`src/rtl/wheel_setpoint_ramp.sv`:
```
// Wheel setpoint slew-rate limiter: ramps a sign-magnitude speed output toward a
// latched target by at most STEP per control tick, always passing through +0 on a
// direction reversal.
// Optional feature macro: WHEEL_SETPOINT_RAMP_ESTOP_EN adds a synchronous
// emergency-stop input that forces output and target to +0.
module wheel_setpoint_ramp #(
    parameter int unsigned          N_WIDTH = 17,
    parameter int unsigned          Q_WIDTH = 8,
    // 20.0 rad/s in Q_WIDTH fixed point
    parameter logic [N_WIDTH-2:0]   MAX_MAG = (N_WIDTH-1)'(20 << Q_WIDTH)
) (
    input  logic                    WHEEL_SETPOINT_RAMP_CLOCK,
    input  logic                    WHEEL_SETPOINT_RAMP_RESET_InLow,
    input  logic [N_WIDTH-1:0]      WHEEL_SETPOINT_RAMP_TARGET_InBus,
    input  logic                    WHEEL_SETPOINT_RAMP_TARGETVALID_In,
    input  logic [N_WIDTH-2:0]      WHEEL_SETPOINT_RAMP_STEP_InBus,
    input  logic                    WHEEL_SETPOINT_RAMP_TICK_In,
`ifdef WHEEL_SETPOINT_RAMP_ESTOP_EN
    input  logic                    WHEEL_SETPOINT_RAMP_ESTOP_In,
`endif
    output logic [N_WIDTH-1:0]      WHEEL_SETPOINT_RAMP_W_OutBus,
    output logic                    WHEEL_SETPOINT_RAMP_ATTARGET_Out,
    output logic                    WHEEL_SETPOINT_RAMP_REVERSING_Out
);

    localparam int unsigned M_WIDTH = N_WIDTH - 1;

    typedef enum logic [1:0] {
        HOLD    = 2'd0,
        ACCEL   = 2'd1,
        DECEL   = 2'd2,
        REVERSE = 2'd3
    } state_e;

    state_e               state_q, state_d;
    logic [N_WIDTH-1:0]   w_q, w_d;
    logic [N_WIDTH-1:0]   tgt_q, tgt_d;

    logic [M_WIDTH-1:0]   tin_mag;
    logic [M_WIDTH-1:0]   tin_clamp;
    logic                 tin_sign;

    logic                 cur_sign, tgt_sign;
    logic [M_WIDTH-1:0]   cur_mag, tgt_mag, step;
    logic [N_WIDTH-1:0]   sum;
    logic [M_WIDTH-1:0]   acc_mag, dec_raw, dec_mag;
    logic                 same_dir;

    assign step     = WHEEL_SETPOINT_RAMP_STEP_InBus;
    assign cur_sign = w_q[N_WIDTH-1];
    assign cur_mag  = w_q[M_WIDTH-1:0];
    assign tgt_sign = tgt_q[N_WIDTH-1];
    assign tgt_mag  = tgt_q[M_WIDTH-1:0];

    // Incoming target: clamp magnitude and fold -0 onto +0
    always_comb begin
        tin_mag   = WHEEL_SETPOINT_RAMP_TARGET_InBus[M_WIDTH-1:0];
        tin_clamp = (tin_mag > MAX_MAG) ? MAX_MAG : tin_mag;
        tin_sign  = WHEEL_SETPOINT_RAMP_TARGET_InBus[N_WIDTH-1] & (tin_mag != '0);
    end

    // Saturating step arithmetic; the widened sum cannot wrap
    always_comb begin
        sum      = N_WIDTH'(cur_mag) + N_WIDTH'(step);
        acc_mag  = (sum > N_WIDTH'(tgt_mag)) ? tgt_mag : sum[M_WIDTH-1:0];
        dec_raw  = (step >= cur_mag) ? '0 : (cur_mag - step);
        dec_mag  = (dec_raw < tgt_mag) ? tgt_mag : dec_raw;
        same_dir = (cur_sign == tgt_sign) || (cur_mag == '0);
    end

    // Next-state: target latch, per-tick ramp step and mode selection
    always_comb begin
        logic               nxt_sign;
        logic [M_WIDTH-1:0] nxt_mag;
        state_e             mode;

        w_d      = w_q;
        tgt_d    = tgt_q;
        state_d  = state_q;
        nxt_sign = cur_sign;
        nxt_mag  = cur_mag;
        mode     = HOLD;

        if (WHEEL_SETPOINT_RAMP_TARGETVALID_In) begin
            tgt_d = {tin_sign, tin_clamp};
        end

        // The step always uses the target held before this edge
        if (WHEEL_SETPOINT_RAMP_TICK_In) begin
            if (w_q == tgt_q) begin
                mode = HOLD;
            end else if (same_dir && (tgt_mag > cur_mag)) begin
                mode     = ACCEL;
                nxt_sign = tgt_sign;
                nxt_mag  = acc_mag;
            end else if (same_dir) begin
                mode    = DECEL;
                nxt_mag = dec_mag;
            end else if (tgt_mag == '0) begin
                mode    = DECEL;
                nxt_mag = dec_raw;
            end else begin
                mode    = REVERSE;
                nxt_mag = dec_raw;
            end
            w_d     = {nxt_sign & (nxt_mag != '0), nxt_mag};
            state_d = (w_d == tgt_q) ? HOLD : mode;
        end

`ifdef WHEEL_SETPOINT_RAMP_ESTOP_EN
        // Emergency stop overrides everything, every clock
        if (WHEEL_SETPOINT_RAMP_ESTOP_In) begin
            w_d     = '0;
            tgt_d   = '0;
            state_d = HOLD;
        end
`endif
    end

    // State, output and target registers
    always_ff @(posedge WHEEL_SETPOINT_RAMP_CLOCK or negedge WHEEL_SETPOINT_RAMP_RESET_InLow) begin
        if (!WHEEL_SETPOINT_RAMP_RESET_InLow) begin
            state_q <= HOLD;
            w_q     <= '0;
            tgt_q   <= '0;
        end else begin
            state_q <= state_d;
            w_q     <= w_d;
            tgt_q   <= tgt_d;
        end
    end

    assign WHEEL_SETPOINT_RAMP_W_OutBus      = w_q;
    assign WHEEL_SETPOINT_RAMP_ATTARGET_Out  = (w_q == tgt_q);
    assign WHEEL_SETPOINT_RAMP_REVERSING_Out = (state_q == REVERSE);

endmodule

```
`config.mk`:
```
export PLATFORM = sky130hd
export DESIGN_NAME = wheel_setpoint_ramp
export DESIGN_NICKNAME = d
export VERILOG_FILES = /design/src/rtl/wheel_setpoint_ramp.sv
export SDC_FILE = /design/constraint.sdc
export NUM_CORES = 1
export LEC_CHECK = 0
export CAP_MARGIN = 0
export CORE_ASPECT_RATIO = 1.25
export CORE_MARGIN = 2
export CORE_UTILIZATION = 50
export DETAILED_ROUTE_END_ITERATION = 6
export GPL_TIMING_DRIVEN = 0
export PLACE_DENSITY = 0.81
export SETUP_SLACK_MARGIN = 0.5
export SLEW_MARGIN = 20
export SYNTH_ARGS = -nofsm -noshare
export SYNTH_HDL_FRONTEND = slang
export SYNTH_SLANG_ARGS = --single-unit
```
`constraint.sdc`:
```
create_clock -name WHEEL_SETPOINT_RAMP_CLOCK -period 5.7 [get_ports WHEEL_SETPOINT_RAMP_CLOCK]
set_clock_uncertainty 0.15 [all_clocks]
set_input_delay 1.71 -clock WHEEL_SETPOINT_RAMP_CLOCK [delete_from_list [all_inputs] [get_ports WHEEL_SETPOINT_RAMP_CLOCK]]
set_output_delay 1.71 -clock WHEEL_SETPOINT_RAMP_CLOCK [all_outputs]
set_load 0.03 [all_outputs]
```
---- Word level (Yosys, flattened, before mapping) ----
Index checks and enable logic that the tools add are counted.
word-level totals
  bits in registers ....................... 36
  bits of input ports ..................... 37
cells by class
  add/sub/neg operators ................... 2
  order comparisons ....................... 5
  equal/unequal tests ..................... 4
  muxes and demuxes ....................... 16
  bitwise logic cells ..................... 2
  reduce and logical (&&, ||, !) cells .... 6
operators by type and width
  operator                                                                number
  16-bit two-way mux                                                      8
  17-bit == test                                                          2
  16-bit zero test                                                        2
  16-bit nonzero test                                                     2
  16-bit by 16-bit adder with 17-bit output                               1
  17-bit by 16-bit > comparator with 1-bit output                         1
  16-bit >= comparator                                                    1
  16-bit by 13-bit > comparator with 1-bit output, second input constant  1
  16-bit > comparator                                                     1
  16-bit less-than comparator                                             1
  16-bit subtractor                                                       1
  2-bit two-way mux                                                       3
  1-bit two-way mux                                                       5
  1-bit bitwise AND                                                       2
  2-bit == test, second input constant                                    1
  1-bit == test                                                           1
  1-bit logical AND                                                       1
  1-bit logical OR                                                        1

---- Longest topological paths before layout ----
Gate-level depths: netlist of the first run.
  depth in word-level cells ............... 12
  mapped depth ............................ 25
  gate-level depth less buffers ........... 23

---- Worst setup path before layout of the first run ----
No wires, ideal clock.
  path kind ............................... input to register
  start point ............................. in WHEEL_SETPOINT_RAMP_STEP_InBus[8]
  end point ............................... reg state_q[0]
  setup time .............................. 0.121 ns
  arrival ................................. 6.666 ns
  setup slack ............................. -1.237 ns
  stages on the path ...................... 24
  path buffers ............................ 2
  path through ............................ inv_1 ha_1 clkbuf_1 or3b_2 a31oi_1 nor2_1 a211oi_1 nor2_1 xnor2_1 inv_1 ha_1 nand4_1 nor4_1 a41oi_1 a211o_1 a211o_1 buf_6 a221o_1 and3_4 a2111oi_4 o2111ai_1 nor4_2 o211ai_1 a22o_1
on the way
  longest elaborated chain between the ends .. 12
  elaborated cells on any way between the ends .. 16
ends and longest elaborated chain
  item                                                       line  RTL
  start: declaration                                         16    input logic [N_WIDTH-2:0] WHEEL_SETPOINT_RAMP_STEP_InBus,
  16-bit subtractor or 16-bit >= comparator (tied branches)  66    dec_raw = (step >= cur_mag) ? '0 : (cur_mag - step);
  16-bit two-way mux                                         66
  16-bit less-than comparator                                67    dec_mag = (dec_raw < tgt_mag) ? tgt_mag : dec_raw;
  16-bit two-way mux                                         67
  16-bit two-way mux                                         96    end else if (same_dir) begin
  16-bit two-way mux *                                       92    end else if (same_dir && (tgt_mag > cur_mag)) begin
  16-bit two-way mux *                                       90    if (w_q == tgt_q) begin
  16-bit two-way mux *                                       89    if (WHEEL_SETPOINT_RAMP_TICK_In) begin
  16-bit nonzero test                                        106   w_d = {nxt_sign & (nxt_mag != '0), nxt_mag};
  1-bit bitwise AND                                          106
  17-bit == test *                                           107   state_d = (w_d == tgt_q) ? HOLD : mode;
  2-bit two-way mux *                                        107
  end signal: assignment                                     127   state_q <= state_d;
  end: declaration                                           35    state_e state_q, state_d;
Every way passes the cells marked *; elsewhere a longest branch is shown, timed or not. The select of a mux whose other input is x is not followed.
A chain may end at the register's enable or synchronous reset.

---- Worst setup path after layout of the first run ----
  start point ............................. in WHEEL_SETPOINT_RAMP_STEP_InBus[0]
  end point ............................... reg state_q[1]
The elaborated chain is that of the path after synthesis.

==> summary.md, run 1 <==
| Metric | Value |
|---|---|
| Status | complete, but fails checks |
| Failing checks | DRC, setup timing |
| Commonest cells after routing, fill and taps aside | buf_4 (74), inv_1 (66), nand2_1 (62) |
| Vias/cell | 7.00 |
| Pin count of the biggest net entering global routing | 23 |
| Die width | roughly 110 µm |
| Post-synth top flop | dfrtp_1 |
| Synthesis-stage register bit count | 36 |
| Worst hold margin | approximately 370 ps |
| Maximum clock insertion buffer count | 2 |
| Part of the cycle the worst path needs | 1.27 |
| Syn_area_per_cell | 7.56 µm² |
| Initial core utilization | 0.511 |
| Post-Synthesis Cell Area | approximately 6500 µm² |
| # DRC | 2 |
| Actual slew at the worst max-slew pin | 1180 ps |
| WL/cell | approximately 27 µm |
| Yosys top cell area share | 0.153 |
| Root Buffer Master | clkbuf_16 |
| Syn Inst Count | around 860 |
| Crit path kind | in2reg |
| Routed WL | about 32 mm |
| ANT nets after route | 0 |
| Final min period | between 7000 and 8000 ps |
| CP Max Fanout | 7 |
| Initial drt markers | ~1100 |
| Pre-CTS setup slack | -2970 ps |
| Final WS setup | -1530 ps |
| YS warnings | 0 |
| Max-Cap Viols | 0 |
| # hold bufs at CTS | 0 |
| Fmax achieved | ~140 MHz |
| RSZ-0062 raised after global routing | yes |
| Routed via count | just over 8000 |
| Net Count, Synth | ~970 |
| Asr flop ratio synth | 1.00 |
| CTS Buf Count | 5 |
| Sequential fraction of the synthesis area | 0.139 |
| Crit. End Element | flop |
| Slew Limit Fails | 0 |
| Via count of the first global-routing pass | 8119 |
| First-pass GRT wire length | 47.8 mm |
| Port bufs | 55 |
| Synth top area cells | ha_1 (15%), dfrtp_1 (14%), inv_1 (4.5%) |
| Headroom to the max-slew limit | 0.208 |
| Cell taking the most area after synthesis | ha_1 |
| GRT Residual Overflow | 0 |
| # IOs | between 50 and 60 |
| Ant. Diodes | 0 |
| DP Wirelength | 23.0 mm |
| Library cells used by synthesis | just under 90 |
| Crit path DAT | roughly 7300 ps |
| RePlAce Congestion | around 1.1 |
| Worst hold path type | reg2reg |
| Setup TNS | -13220 ps |
| Most common cell after layout, fill and taps aside | buf_4 |
| Area Growth Syn to Fin | 38.6% |
| Initial antenna violation count | 0 |
| Site Rows | 46 |
| Finished Layout Cells | ~1200 |
| Worst EP required | between 5000 and 6000 ps |
| Clk pin slew, worst setup/hold paths | around 60 ps |
| CTS H-tree depth | 2 |
| Die height | 131 µm |
| EDFF count, synth | 0 |
| Clk sink count | 36 |
| # setup viols final | 19 |
| All-Layer GR Usage | 0.452 |
| Nets | ~1100 |
| Critical path launch point type | input pin |
| Fin. Hold Viols | 0 |
| Ratio of cells with drive above 1 in the final layout | 0.258 |
| TritonCTS clock tree | yes |
| Clock latency on the worst-skew pair | 290 ps |
| Drt pass-1 iters | 7 |
| Die footprint | 13900 µm² |
| Core Area | 12700 µm² |
| Placed Cells incl. Taps | 1079 |
[metal layers]
metal	track usage	wire length, µm	up-vias
met5	0	0	-
met4	0.339	3170	0
met3	0.0972	2920	199
met2	0.723	14400	594
met1	0.524	11600	3856
li1	-	-	3530
[critical path, cell delays in order]
cell and delay [ps]:
buf_2 140, ha_4 170, inv_2 50, fa_2 430, o21bai_4 210, nand3_4 140, and3_4 210, o211ai_1 190
buf_4 160, a21oi_2 80, or2_4 280, ha_4 280, nand2_4 90, nor4_4 330, a41oi_2 250, a211o_1 330
buf_6 130, buf_6 110, a21oi_4 280, mux2i_2 310, o32ai_2 120, nor4_2 370, nand4_1 220, or2_1 300
o211ai_1 230, a22o_1 170
[registers in the layout, summed over array words and instances, names as in the netlist]
| register | flops |
|---|---|
| WHEEL_SETPOINT_RAMP_W_OutBus | 17 |
| state_q | 2 |
| tgt_q | 17 |
[synthesized netlist by cell type, drive strengths merged, types with 8 or more instances]
| library cell | number |
|---|---|
| dfrtp | 36 |
| nor3b | 10 |
| a211oi | 20 |
| buf | 13 |
| nor4 | 21 |
| and3 | 10 |
| o31ai | 9 |
| ha | 79 |
| nor3 | 34 |
| xor2 | 11 |
| xnor2 | 15 |
| a221oi | 8 |
| nand4 | 19 |
| nor2b | 11 |
| o21ai | 59 |
| clkbuf | 27 |
| o22ai | 15 |
| a21o | 20 |
| o211ai | 13 |
| nand2 | 67 |
| a2111oi | 11 |
| inv | 80 |
| a21oi | 43 |
| mux2i | 14 |
| nand3 | 15 |
| nor2 | 63 |
[kinds of logic (layout without fill, tap and decap cells)]
group           after synthesis  count (layout)  share of synthesized area
compound gates              285             285                      0.326
simple gates                285             285                      0.228
buf+inv                     122             267                     0.0784
fa+ha+maj                    81              81                      0.159
flops                        36              36                      0.139
xor+xnor                     27              27                     0.0387
mux                          19              19                     0.0304
[per-stage QoR]
step	util	cell area [µm²]
CTS	0.685	8670
global placement	0.589	7460
floorplan	-	6700
global route	0.707	8960
finish	0.707	8960
detailed placement	0.591	7480
[timing repair]
action	CTS	global route
gates resized for setup	141	45
endpoints found under the hold margin	0	0
endpoints found under the setup margin	20	20
pin swaps	50	34
setup buffers	66	15
[cell type report]
class | instances | area [µm²]
Multi-Input combinational cell | 697 | 5850
Fill cell | 984 | 3700
Timing Repair Buffer | 137 | 1220
Sequential cell | 36 | 902
Inverter | 82 | 314
Buffer | 40 | 289
Tap cell | 168 | 210
Clock buffer | 5 | 125
Clock inverter | 3 | 42.5
[path summary, 6_finish.rpt]
check | startpoint | endpoint | slack, ps | cells after the start
setup reg to reg | WHEEL_SETPOINT_RAMP_W_OutBus[2] | state_q[1] | -680 | 26
hold reg to reg | state_q[1] | state_q[1] | 370 | 1
setup / recovery | WHEEL_SETPOINT_RAMP_STEP_InBus[0] | state_q[1] | -1530 | 26
min in group asynchronous | WHEEL_SETPOINT_RAMP_RESET_InLow | WHEEL_SETPOINT_RAMP_W_OutBus[13] | 1250 | 1
hold / removal | state_q[1] | state_q[1] | 370 | 1
max in group asynchronous | WHEEL_SETPOINT_RAMP_RESET_InLow | WHEEL_SETPOINT_RAMP_W_OutBus[1] | 3630 | 2
Power of run 1 is left out: the tool's default activity adds up to more than one toggle a clock period on the data nets, which glitch-free logic cannot reach.
==> inputs of run 2 (changes only) <==
CORE_ASPECT_RATIO = unset   (was 1.25)
CORE_UTILIZATION = 40   (was 50)
CTS_CLUSTER_DIAMETER = 150   (was unset)
PLACE_DENSITY = 0.69   (was 0.81)
==> run 2 against run 1 <==
  * The run ends with setup timing left
  * Register-to-register slack worse by 100 ps
  * Global-route usage shrank 10 points
  * Worst setup slack got worse by 5.6 ps
  * Non-clock buffer count is 9 lower
  * Critical path type unchanged
  * Largest cell class unchanged
==> summary.md, run 2 (synthesis gave the netlist of run 1 again) <==
| Metric | Value |
|---|---|
| Cell repeated most along the worst path | buf_4 |
| Port bufs | 55 (unchanged) |
| Clk sink count | 36 (unchanged) |
| Ant. Diodes | 0 (unchanged) |
| Worst hold path type | reg2reg (unchanged) |
| Slew Limit Fails | 0 (unchanged) |
| Critical path launch point type | input pin (unchanged) |
| Die footprint | 17200 µm² (was 13900 µm²) |
| Most common cell after layout, fill and taps aside | inv_1 (was buf_4) |
| # hold bufs at CTS | 0 (unchanged) |
| Final WS setup | -1530 ps (about the same) |
| Part of the cycle the worst path needs | 1.27 (about the same) |
| Drt pass-1 iters | 6 (was 7) |
| WL/cell | 25.7 µm (was 27.4 µm) |
| Ratio of cells with drive above 1 in the final layout | 0.264 (was 0.258) |
| CTS Buf Count | 5 (unchanged) |
| RePlAce Congestion | 1.01 (was 1.15) |
| # DRC | 0 (was 2) |
| Crit. End Element | flop (unchanged) |
| Routed via count | 8018 (was 8179) |
| CP max stage cell | nor4_1 (was fa_2) |
| Clock latency on the worst-skew pair | 290 ps (about the same) |
| Fmax achieved | 138 MHz (about the same) |
| Clk pin slew, worst setup/hold paths | 50 ps (was 60 ps) |
| CTS H-tree depth | 2 (unchanged) |
| Die width | 131 µm (was 106 µm) |
| Max-Cap Viols | 0 (unchanged) |
| GRT Residual Overflow | 0 (unchanged) |
| Nets | 1108 (was 1117) |
| Actual slew at the worst max-slew pin | 796 ps (was 1180 ps) |
| Setup TNS | -14520 ps (was -13220 ps) |
| Vias/cell | 6.65 (was 7.00) |
| Via count of the first global-routing pass | 7692 (was 8119) |
| # IOs | 56 (unchanged) |
| Crit path DAT | 7260 ps (was 7310 ps) |
| ANT nets after route | 0 (unchanged) |
| Status | complete, but fails checks (unchanged) |
| Failing checks | setup timing (was DRC, setup timing) |
| Maximum clock insertion buffer count | 2 (unchanged) |
| Area Growth Syn to Fin | 39.0% (was 38.6%) |
| Routed WL | 30.9 mm (was 32.1 mm) |
| Final min period | 7230 ps (about the same) |
| DP Wirelength | 22.7 mm (was 23.0 mm) |
| First-pass GRT wire length | 45.9 mm (was 47.8 mm) |
| Headroom to the max-slew limit | 0.462 (was 0.208) |
| Delay of the slowest critical-path stage | 420 ps (was 430 ps) |
| Core Area | 15800 µm² (was 12700 µm²) |
| TritonCTS clock tree | yes (unchanged) |
| CP Max Fanout | 6 (was 7) |
| RSZ-0062 raised after global routing | yes (unchanged) |
| Crit path kind | in2reg (unchanged) |
| Initial drt markers | 944 (was 1128) |
| Initial antenna violation count | 0 (unchanged) |
| All-Layer GR Usage | 0.348 (was 0.452) |
| Die height | 131 µm (unchanged) |
| # setup viols final | 19 (unchanged) |
| Root Buffer Master | clkbuf_16 (unchanged) |
| Fin. Hold Viols | 0 (unchanged) |
| Worst EP required | 5720 ps (was 5780 ps) |
| Initial core utilization | 0.408 (was 0.511) |
| Pin count of the biggest net entering global routing | 25 (was 23) |
| Flop-to-flop setup slack | -780 ps (was -680 ps) |
| Site Rows | 46 (unchanged) |
| Commonest cells after routing, fill and taps aside | inv_1 (66), nand2_1 (64), buf_4 (60) (was buf_4 (74), inv_1 (66), nand2_1 (62)) |
run 2: worst max-delay path: cells and delay by family:
kind | cells | cell delay [ps]
buffers and inverters | 7 | 910
adders and majority gates | 2 | 670
AOI/OAI and AO/OA | 9 | 1940
and+or+nand+nor | 8 | 2020
run 2: area by class of cell:
cell class	instances	area [µm²]
clock buffers	7	153
inverters	82	318
fillers	1502	6840
flip-flops and latches	36	902
well taps	216	270
plain buffers	40	289
repair buffers	128	1160
multi-input cells	697	5890
run 2: final timing paths:
path                                                         from                          endpoint  depth (start not counted)
worst max register to register    WHEEL_SETPOINT_RAMP_W_OutBus[2]  WHEEL_SETPOINT_RAMP_W_OutBus[16]                         22
min in group asynchronous         WHEEL_SETPOINT_RAMP_RESET_InLow  WHEEL_SETPOINT_RAMP_W_OutBus[11]                          1
worst max-delay path            WHEEL_SETPOINT_RAMP_STEP_InBus[1]  WHEEL_SETPOINT_RAMP_W_OutBus[16]                         26
worst min-delay path                                   state_q[0]                        state_q[0]                          1
max in group asynchronous         WHEEL_SETPOINT_RAMP_RESET_InLow   WHEEL_SETPOINT_RAMP_W_OutBus[1]                          2
worst min register to register                         state_q[0]                        state_q[0]                          1
run 2: through the flow:
stage	hold WS, ps	util	cells	worst slack (ps)	cell area [µm²]
final	345	0.568	1206	-1530	8990
after floorplan	314	-	855	-575	6700
after global placement	337	0.475	1126	-2730	7520
after global routing	378	0.568	1206	-1680	8990
after CTS	353	0.548	1189	-1620	8670
after detailed placement	334	0.476	1127	-2690	7540
run 2: repair_timing:
item / CTS / global route
pin swaps: 50 / 41
setup buffers: 55 / 17
gates resized for setup: 137 / 52
endpoints found under the setup margin: 20 / 20
hold endpoints to repair: 0 / 0
run 2: layer usage:
layer,vias to the layer above,global-route usage,share of wire
met4,0,0.211,0.076
met1,3830,0.444,0.39
met5,-,0,0
met2,535,0.554,0.44
li1,3509,-,-
met3,144,0.0552,0.088
Power of run 2 is left out for the same reason.
==> inputs of run 3 (changes only) <==
PLACE_DENSITY = unset   (was 0.69)
PLACE_DENSITY_LB_ADDON = 0.08   (was unset)
==> run 3 against run 2 <==
  * The run still ends with setup timing left
  * Design area is 5.5% higher
  * Global-route usage down 1.1 points
  * Flip-flop and latch count did not move
  * Critical path depth shrank 2
  * Non-clock buffer count up 32
  * Sequential share of layout area shrank 0.50 points
  * Routed wire length decreased by 1.6%
  * Die area did not move
  * Register-to-register slack improved by 460 ps
  * Clock-buffer cell count fell by 2
  * First-iteration DRC count is 2.4% higher
==> summary.md, run 3 (synthesis gave the netlist of run 1 again) <==
| Metric | Value |
|---|---|
| Die height | 131 µm (unchanged) |
| Routed via count | 8026 (was 8018) |
| Reg2reg end | state_q[1] (was WHEEL_SETPOINT_RAMP_W_OutBus[16]) |
| Leak | around 4 nW |
| Clock latency on the worst-skew pair | 300 ps (was 290 ps) |
| Via count of the first global-routing pass | 7568 (was 7692) |
| Nets | 1140 (was 1108) |
| Routed WL | 30.4 mm (was 30.9 mm) |
| Failing checks | setup timing (unchanged) |
| Maximum clock insertion buffer count | 2 (unchanged) |
| Die footprint | 17200 µm² (unchanged) |
| Worst EP required | 5780 ps (was 5720 ps) |
| WL/cell | 24.6 µm (was 25.7 µm) |
| # hold bufs at CTS | 0 (unchanged) |
| Crit-path leading delay family | simple AND/OR/NAND/NOR gates (unchanged) |
| Core Area | 15800 µm² (unchanged) |
| Fin. Hold Viols | 0 (unchanged) |
| Pwr dens | about 760 nW/µm² |
| Peak supply drop | about 0.30 mV |
| CP max stage cell | or4_4 (was nor4_1) |
| Max-Cap Viols | 0 (unchanged) |
| GRT Residual Overflow | 0 (unchanged) |
| Placed Cells incl. Taps | 1127 (unchanged) |
| Site Rows | 46 (unchanged) |
| Status | complete, but fails checks (unchanged) |
| Vias/cell | 6.48 (was 6.65) |
| Actual slew at the worst max-slew pin | 1190 ps (was 796 ps) |
| Worst Setup EP | state_q[1] (was WHEEL_SETPOINT_RAMP_W_OutBus[16]) |
| # DRC | 0 (unchanged) |
| Die width | 131 µm (unchanged) |
| CP Buf/Inv Count | 4 (was 7) |
| Ratio of cells with drive above 1 in the final layout | 0.303 (was 0.264) |
| CTS Buf Count | 5 (unchanged) |
| Crit path kind | in2reg (unchanged) |
| CP Max Fanout | 5 (was 6) |
| Headroom to the max-slew limit | 0.196 (was 0.462) |
| Cells on worst reg2reg path | 24 (was 22) |
| Final WS setup | -1150 ps (was -1530 ps) |
| Setup TNS | -7860 ps (was -14520 ps) |
| Crit path DAT | 6930 ps (was 7260 ps) |
| Root Buffer Master | clkbuf_16 (unchanged) |
| RePlAce Congestion | 1.01 (about the same) |
| Initial drt markers | 967 (was 944) |
| Fmax achieved | 146 MHz (was 138 MHz) |
| Slew Limit Fails | 0 (unchanged) |
| Initial core utilization | 0.408 (unchanged) |
| All-Layer GR Usage | 0.337 (was 0.348) |
| TritonCTS clock tree | yes (unchanged) |
| Crit path depth | 24 (was 26) |
| # IOs | 56 (unchanged) |
| # setup viols final | 19 (unchanged) |
| Port bufs | 55 (unchanged) |
| Worst r2r src | WHEEL_SETPOINT_RAMP_W_OutBus[2] (unchanged) |
| Worst path cell trace | dlygate4sd2_1 > ha_2 > nor2b_4 > or4_4 > o211ai_1 > a211oi_2 > nor2_2 > xnor2_2 > inv_2 > ha_4 > nand4_1 > nor4_4 > a41oi_2 > a211o_1 > buf_4 > a21oi_4 > buf_4 > mux2i_1 > o32ai_2 > nor4_2 > nand4_1 > or2_1 > o211ai_1 > a22o_1 |
| Delay of the slowest critical-path stage | 430 ps (was 420 ps) |
| Worst hold path type | reg2reg (unchanged) |
| Most common cell after layout, fill and taps aside | buf_4 (was inv_1) |
| CTS H-tree depth | 2 (unchanged) |
| Crit path from | WHEEL_SETPOINT_RAMP_STEP_InBus[3] (was WHEEL_SETPOINT_RAMP_STEP_InBus[1]) |
| Drt pass-1 iters | 7 (was 6) |
| Critical path launch point type | input pin (unchanged) |
| Clk sink count | 36 (unchanged) |
| Final min period | 6850 ps (was 7230 ps) |
| ANT nets after route | 0 (unchanged) |
| RSZ-0062 raised after global routing | yes (unchanged) |
| DP Wirelength | 22.2 mm (was 22.7 mm) |
| First-pass GRT wire length | 44.9 mm (was 45.9 mm) |
| Initial antenna violation count | 0 (unchanged) |
| Part of the cycle the worst path needs | 1.20 (was 1.27) |
| Ant. Diodes | 0 (unchanged) |
| Clk pin slew, worst setup/hold paths | 60 ps (was 50 ps) |
| Commonest cells after routing, fill and taps aside | buf_4 (88), nand2_1 (62), inv_1 (59) (was inv_1 (66), nand2_1 (64), buf_4 (60)) |
| Area Growth Syn to Fin | 46.7% (was 39.0%) |
| Pin count of the biggest net entering global routing | 23 (was 25) |
| Crit. End Element | flop (unchanged) |
| Flop-to-flop setup slack | -320 ps (was -780 ps) |
| Finished Layout Cells | 1239 (was 1206) |
run 3: where the power goes:
group	switching, mW	total (mW)	internal (mW)	leakage [nW]
clock network	0.130	0.336	0.206	0.0798
registers	0.227	0.552	0.325	0.463
logic	3.47	6.33	2.86	3.45
total	3.83	7.22	3.39	3.99
run 3: layout make-up:
| cell class | instances | area [µm²] |
|---|---|---|
| buffer | 40 | 305 |
| clock buffer | 5 | 125 |
| clock inverter | 3 | 42.5 |
| fill | 1481 | 6350 |
| inverter | 82 | 323 |
| multi-input combinational | 697 | 6070 |
| sequential | 36 | 905 |
| tap | 216 | 270 |
| timing repair buffer | 160 | 1440 |
run 3: layer usage:
| layer | up-vias | GRT usage | part of all wire | wire length [µm] |
|---|---|---|---|---|
| met5 | - | 0 | 0 | 0 |
| met4 | 0 | 0.194 | 0.069 | 2090 |
| met3 | 125 | 0.0390 | 0.072 | 2180 |
| met2 | 478 | 0.542 | 0.45 | 13800 |
| met1 | 3857 | 0.437 | 0.41 | 12400 |
| li1 | 3566 | - | - | - |
run 3: worst reg2reg max path: stages (launching register included):
cell	delay, ps
dfrtp_1	620
ha_2	360
nor2_1	110
a2111oi_4	340
buf_4	180
o211ai_1	130
a211oi_2	310
nor2_2	90
xnor2_2	210
inv_2	70
ha_4	260
nand4_1	220
nor4_4	240
a41oi_2	210
a211o_1	300
buf_4	170
a21oi_4	260
buf_4	170
mux2i_1	220
o32ai_2	110
nor4_2	260
nand4_1	220
or2_1	300
o211ai_1	250
a22o_1	180
run 3: worst min-delay path by stage:
stage	start	endpoint	slack [ps]	cells past startpoint
global placement	state_q[1]	state_q[1]	340	1
CTS	state_q[0]	state_q[0]	360	1
detailed placement	state_q[0]	state_q[0]	340	1
finish	state_q[0]	state_q[0]	350	1
floorplan	state_q[1]	state_q[1]	310	1
global route	state_q[0]	state_q[0]	400	1
run 3: repair_timing:
| action | in CTS | in global routing |
|---|---|---|
| gates resized for setup | 148 | 101 |
| gates cloned | 0 | 1 |
| setup endpoints to repair | 20 | 20 |
| pin swaps | 57 | 81 |
| setup buffers | 63 | 40 |
run 3: stage by stage:
step	power [mW]	hold slack, ps	cell area [µm²]	setup WS, ps	util
after global routing	7.57	397	9480	-1330	0.599
after global placement	4.95	341	7520	-2610	0.475
after CTS	6.25	357	8770	-1370	0.554
after detailed placement	4.94	338	7540	-2580	0.476
final	7.22	352	9480	-1150	0.599
after floorplan	3.62	314	6700	-575	-
No activity file was read; power rests on OpenSTA's default activity.
==> patch 1: new RTL, config.mk and constraints of run 3 <==
Re-encode `state_e` (4 states) as one-hot, 4 bits wide.
--- a/src/rtl/wheel_setpoint_ramp.sv
+++ b/src/rtl/wheel_setpoint_ramp.sv
@@ -25,11 +25,11 @@
 
     localparam int unsigned M_WIDTH = N_WIDTH - 1;
 
-    typedef enum logic [1:0] {
-        HOLD    = 2'd0,
-        ACCEL   = 2'd1,
-        DECEL   = 2'd2,
-        REVERSE = 2'd3
+    typedef enum logic [3:0] {
+        HOLD    = 4'b0001,
+        ACCEL   = 4'b0010,
+        DECEL   = 4'b0100,
+        REVERSE = 4'b1000
     } state_e;
 
     state_e               state_q, state_d;
Function: no difference found for any inputs over 4 cycles, from zero or initial values and one cycle with WHEEL_SETPOINT_RAMP_RESET_InLow low; so few cycles prove little.
==> patch 1 against run 3 <==
The flow still finishes with violations (setup timing). Hold slack got worse by 0.023 ns. Area after synthesis up 3.9%. Wire length rose by 15%. Register-to-register slack worse by 0.04 ns. Worst setup slack gained 0.024 ns. Largest cell class unchanged. Maximum frequency is 0.35% higher. Sequential cell count up 2. Non-clock buffer count rose by 71. Total power up 14%. Clock power shrank 17%. Via count grew 11%. Final area up 12%. First-iteration DRC count is 19% higher. Die area up 3.8%.
==> patch 1: results <==
group,metric,value,unit
timing,relSlewSlack,0.286,
placement,portBuffers,54,
final_layout,inverters,81,
pwr,pg_clk,279,uW
final_layout,syn_to_final_growth,58.3,%
final_layout,comb.multi_input.count,713,
cts,clock_path_buffers,2,
logic_synthesis,yosysSeqAreaShare,0.142,
logic_synthesis,synth.area.top_cells,"ha_1 (15%), dfrtp_1 (14%), a21oi_1 (5.4%)",
placement,place_congestion,1.03,
logic_synthesis,synth_adder_area_share,0.153,
final_layout,layout.nonclk_buf_frac,0.224,
hold_path,hold_path_class,"register to register",
cts,numCtsBuffers,5,
logic_synthesis,syn_nets,986,
logic_synthesis,synthMuxAreaShare,0.0119,
logic_synthesis,synth_compound_area_frac,0.352,
global_route,grt_antenna_before_repair,0,
final_layout,nClkBuffers,6,
final_layout,n_all_buffers,271,
global_route,grt_usage,0.379,
timing,finalSetupViolCount,20,
global_route,grtUsageMet2,0.561,
logic_synthesis,synth_cell_types,108,
die,core_area,0.0165,mm^2
cts,clock_latency,0.29,ns
placement,place_area,0.00776,mm^2
logic_synthesis,synth_common_cells,"ha_1 (79), a21oi_1 (72), inv_1 (72), nor2_1 (64), nand2_1 (58)",
global_route,grtUsageMet1,0.515,
run_status,violations,"setup timing",
global_route,grt_pass1_wl,51.7,mm
setup_path,path_max_fanout,5,
final_layout,drive_above_1_share,0.414,
global_route,grt_use_met3,0.0982,
cts,cts.htree.levels,2,
timing,setup_slack,-1.12,ns
route,vias,8940,
pwr,switching_share,0.526,
final_layout,sh_seq_area,0.0908,
final_layout,fin_nets,1228,
cts,ctsResizeCount,277,
pwr,ir_drop,378,uV
global_route,grt_pass1_vias,8548,
route,routed_wirelength,35.0,mm
pwr,powerSeq,607,uW
run_status,outcome,"finished, violations left",
final_layout,n_fill_cell,1424,
placement,place_hpwl,23.5,mm
final_layout,clock_area_frac,0.0134,
route,first_pass_iters,7,
logic_synthesis,synth_xor_area_frac,0.0326,
cts,clock_sinks,38,
final_layout,diodes,0,
final_layout,multi_input_area_share,0.616,
setup_path,crit_arrival,6.91,ns
cts,cts_setup_buffers,158,
pwr,power.leakage,4.35,nW
route,drt-initial-drc-count,1146,
[patch 1: stage by stage]
stage          setup WS [ns]  setup TNS [ns]  cells  total power, mW
2_1_floorplan         -0.507           -1.78    868             3.55
3_3_place_gp           -2.38          -30.78   1142             4.87
3_5_place_dp           -2.35          -30.00   1143             4.86
4_1_cts               -0.732           -3.64   1312             7.30
5_1_grt                -1.25          -11.29   1331             8.55
6_report               -1.12           -9.12   1331             8.27
[patch 1: layer usage]
metal	routed length (um)	share of wire
met4	2080	0.059
met3	4230	0.12
met5	0	0
met1	14000	0.40
met2	14600	0.42
[patch 1: path summary, 6_finish.rpt]
kind	start	cells after the start	slack (ns)	to
min in group asynchronous	WHEEL_SETPOINT_RAMP_RESET_InLow	1	1.21	state_q[3]
setup reg to reg	WHEEL_SETPOINT_RAMP_W_OutBus[0]	25	-0.36	state_q[0]
hold reg to reg	state_q[3]	2	0.33	state_q[3]
hold / removal	state_q[3]	2	0.33	state_q[3]
max in group asynchronous	WHEEL_SETPOINT_RAMP_RESET_InLow	2	3.71	tgt_q[0]
setup / recovery	WHEEL_SETPOINT_RAMP_STEP_InBus[0]	25	-1.12	state_q[0]
[patch 1: critical path, stage by stage]
cell	delay, ns
buf_8	0.10
buf_6	0.11
ha_4	0.15
inv_2	0.05
fa_2	0.23
nor2_4	0.06
o311ai_4	0.42
a21oi_2	0.13
a21oi_2	0.26
o31ai_4	0.11
xnor2_2	0.34
inv_2	0.11
ha_4	0.24
and4_4	0.17
a311o_1	0.41
o31a_4	0.41
nor2_4	0.13
buf_6	0.16
o21ai_1	0.09
o21ai_1	0.20
mux2_4	0.34
a2111oi_4	0.27
nand3_2	0.23
a221oi_4	0.28
o22a_1	0.16
==> patch 2: new RTL, flow settings as in run 3 <==
Made on the original files. Change the parameter `N_WIDTH` from 17 to 34.
--- a/src/rtl/wheel_setpoint_ramp.sv
+++ b/src/rtl/wheel_setpoint_ramp.sv
@@ -4,7 +4,7 @@
 // Optional feature macro: WHEEL_SETPOINT_RAMP_ESTOP_EN adds a synchronous
 // emergency-stop input that forces output and target to +0.
 module wheel_setpoint_ramp #(
-    parameter int unsigned          N_WIDTH = 17,
+    parameter int unsigned          N_WIDTH = 34,
     parameter int unsigned          Q_WIDTH = 8,
     // 20.0 rad/s in Q_WIDTH fixed point
     parameter logic [N_WIDTH-2:0]   MAX_MAG = (N_WIDTH-1)'(20 << Q_WIDTH)
Ports: changed (resized WHEEL_SETPOINT_RAMP_STEP_InBus, WHEEL_SETPOINT_RAMP_TARGET_InBus and WHEEL_SETPOINT_RAMP_W_OutBus); port bits go from 56 to 107. No check against the original RTL was run, so the function may have changed too.
==> patch 2 against run 3 <==
The run still ends with setup timing left. Final area increased by 81%. Area after synthesis increased by 73%. Synthesized cell count increased by 79%. Die area increased by 71%. Wire length increased by 87%. Count of clock-buffer cells in the layout increased by 4. Sequential cell count increased by 34. Cell count increased by 79%. First-iteration DRC count increased by 48%. Worst setup slack got worse by 1.3 ns. Total power increased by 59%. Sequential share of layout area increased by 0.74 points.
==> patch 2: results <==
group,metric,value,unit
pwr,power.leakage,7.30,nW
run_status,violations,"setup timing",
final_layout,fin_nets,2068,
logic_synthesis,synth_cell_types,87,
cts,clock_latency,0.36,ns
placement,place_congestion,1.05,
global_route,grt_usage,0.378,
run_status,outcome,"finished, violations left",
cts,cts.htree.levels,3,
hold_path,hold_path_class,"register to register",
final_layout,drive_above_1_share,0.329,
logic_synthesis,synth.area.top_cells,"ha_1 (18%), dfrtp_1 (16%), a21oi_1 (5.8%)",
timing,setup_slack,-2.46,ns
cts,numCtsBuffers,9,
setup_path,cp-startpoint,"WHEEL_SETPOINT_RAMP_STEP_InBus[18]",
global_route,grt_pass1_wl,81.9,mm
setup_path,cp_slowest_cell,"a311oi_4",
global_route,grt_start_max_net_pins,42,
global_route,grt_pass1_vias,13300,
logic_synthesis,synth_common_cells,"ha_1 (164), inv_1 (152), nor2_1 (145), a21oi_1 (129), nand2_1 (117)",
pwr,switching_share,0.530,
route,drt-initial-drc-count,1435,
pwr,ir_drop,329,uV
final_layout,n_fill_cell,2413,
placement,portBuffers,105,
setup_path,r2r_start,"WHEEL_SETPOINT_RAMP_W_OutBus[0]",
placement,place_hpwl,42.8,mm
route,routed_wirelength,56.9,mm
placement,place_ws,-4.21,ns
setup_path,crit_arrival,8.22,ns
timing,finalSetupViolCount,36,
route,vias,14000,
logic_synthesis,yosysSeqAreaShare,0.156,
setup_path,path_max_fanout,8,
-- patch 2: timing repair --
item | 4_1_cts | 5_1_grt
pin swaps | 116 | 113
gates cloned | 0 | 1
hold endpoints to repair | 0 | 0
setup endpoints to repair | 37 | 37
resized for setup | 373 | 169
setup buffers | 136 | 50
-- patch 2: final timing paths --
check / slack [ns] / depth (start not counted) / to
min in group asynchronous: 1.15 / 1 / tgt_q[30]
min reg2reg: 0.36 / 2 / state_q[0]
max reg2reg: -1.73 / 31 / state_q[0]
max: -2.46 / 30 / state_q[0]
min: 0.36 / 2 / state_q[0]
max in group asynchronous: 3.65 / 2 / WHEEL_SETPOINT_RAMP_W_OutBus[9]
-- patch 2: through the flow --
stage | util | cell area, um^2 | TNS [ns] | power (mW) | instances
finish | 0.620 | 17200 | -41.18 | 11.5 | 2213
detailed placement | 0.481 | 13300 | -96.71 | 7.33 | 2011
global route | 0.620 | 17200 | -46.76 | 12.0 | 2213
CTS | 0.583 | 16200 | -40.02 | 10.0 | 2162
global placement | 0.481 | 13300 | -95.24 | 7.30 | 2010
floorplan | - | 11800 | -19.56 | 5.19 | 1527
-- patch 2: per-layer routing --
| metal | share of wire | vias to the layer above | global-route usage | wire [um] |
|---|---|---|---|---|
| li1 | - | 6216 | - | - |
| met1 | 0.42 | 6756 | 0.509 | 24000 |
| met2 | 0.44 | 783 | 0.592 | 25000 |
| met3 | 0.077 | 197 | 0.0495 | 4370 |
| met4 | 0.062 | 0 | 0.195 | 3550 |
| met5 | 0 | - | 0 | 0 |
-- patch 2: power groups by stage --
stage | registers [mW] | clock network, mW | logic [mW]
global route | 0.972 | 0.595 | 10.4
global placement | 0.935 | 0 | 6.36
CTS | 0.945 | 0.581 | 8.50
floorplan | 0.911 | 0 | 4.28
finish | 0.974 | 0.579 | 9.91
detailed placement | 0.934 | 0 | 6.40
-- patch 2: layout make-up --
cell class                      instances  share of cell area
Sequential cell                        70               0.103
Multi-Input combinational cell       1237               0.625
Clock inverter                          6             0.00371
Timing Repair Buffer                  293               0.147
Inverter                              154              0.0354
Tap cell                              378              0.0275
Buffer                                 66              0.0452
Clock buffer                            9              0.0131
-- patch 2: tightest hold or removal path, delay by kind of cell, from the launching register on --
kind	cells	cell delay, ns
flip-flops	1	0.32
AO/OA/AOI/OAI	1	0.08
buffers and inverters	1	0.06
-- patch 2: cell families after synthesis --
kind of cell,Yosys count,share of synthesized area
flops,70,0.156
xor+xnor,90,0.0704
compound gates,472,0.280
buf+inv,220,0.0779
mux,7,0.00681
simple gates,502,0.221
fa+ha+maj,166,0.187
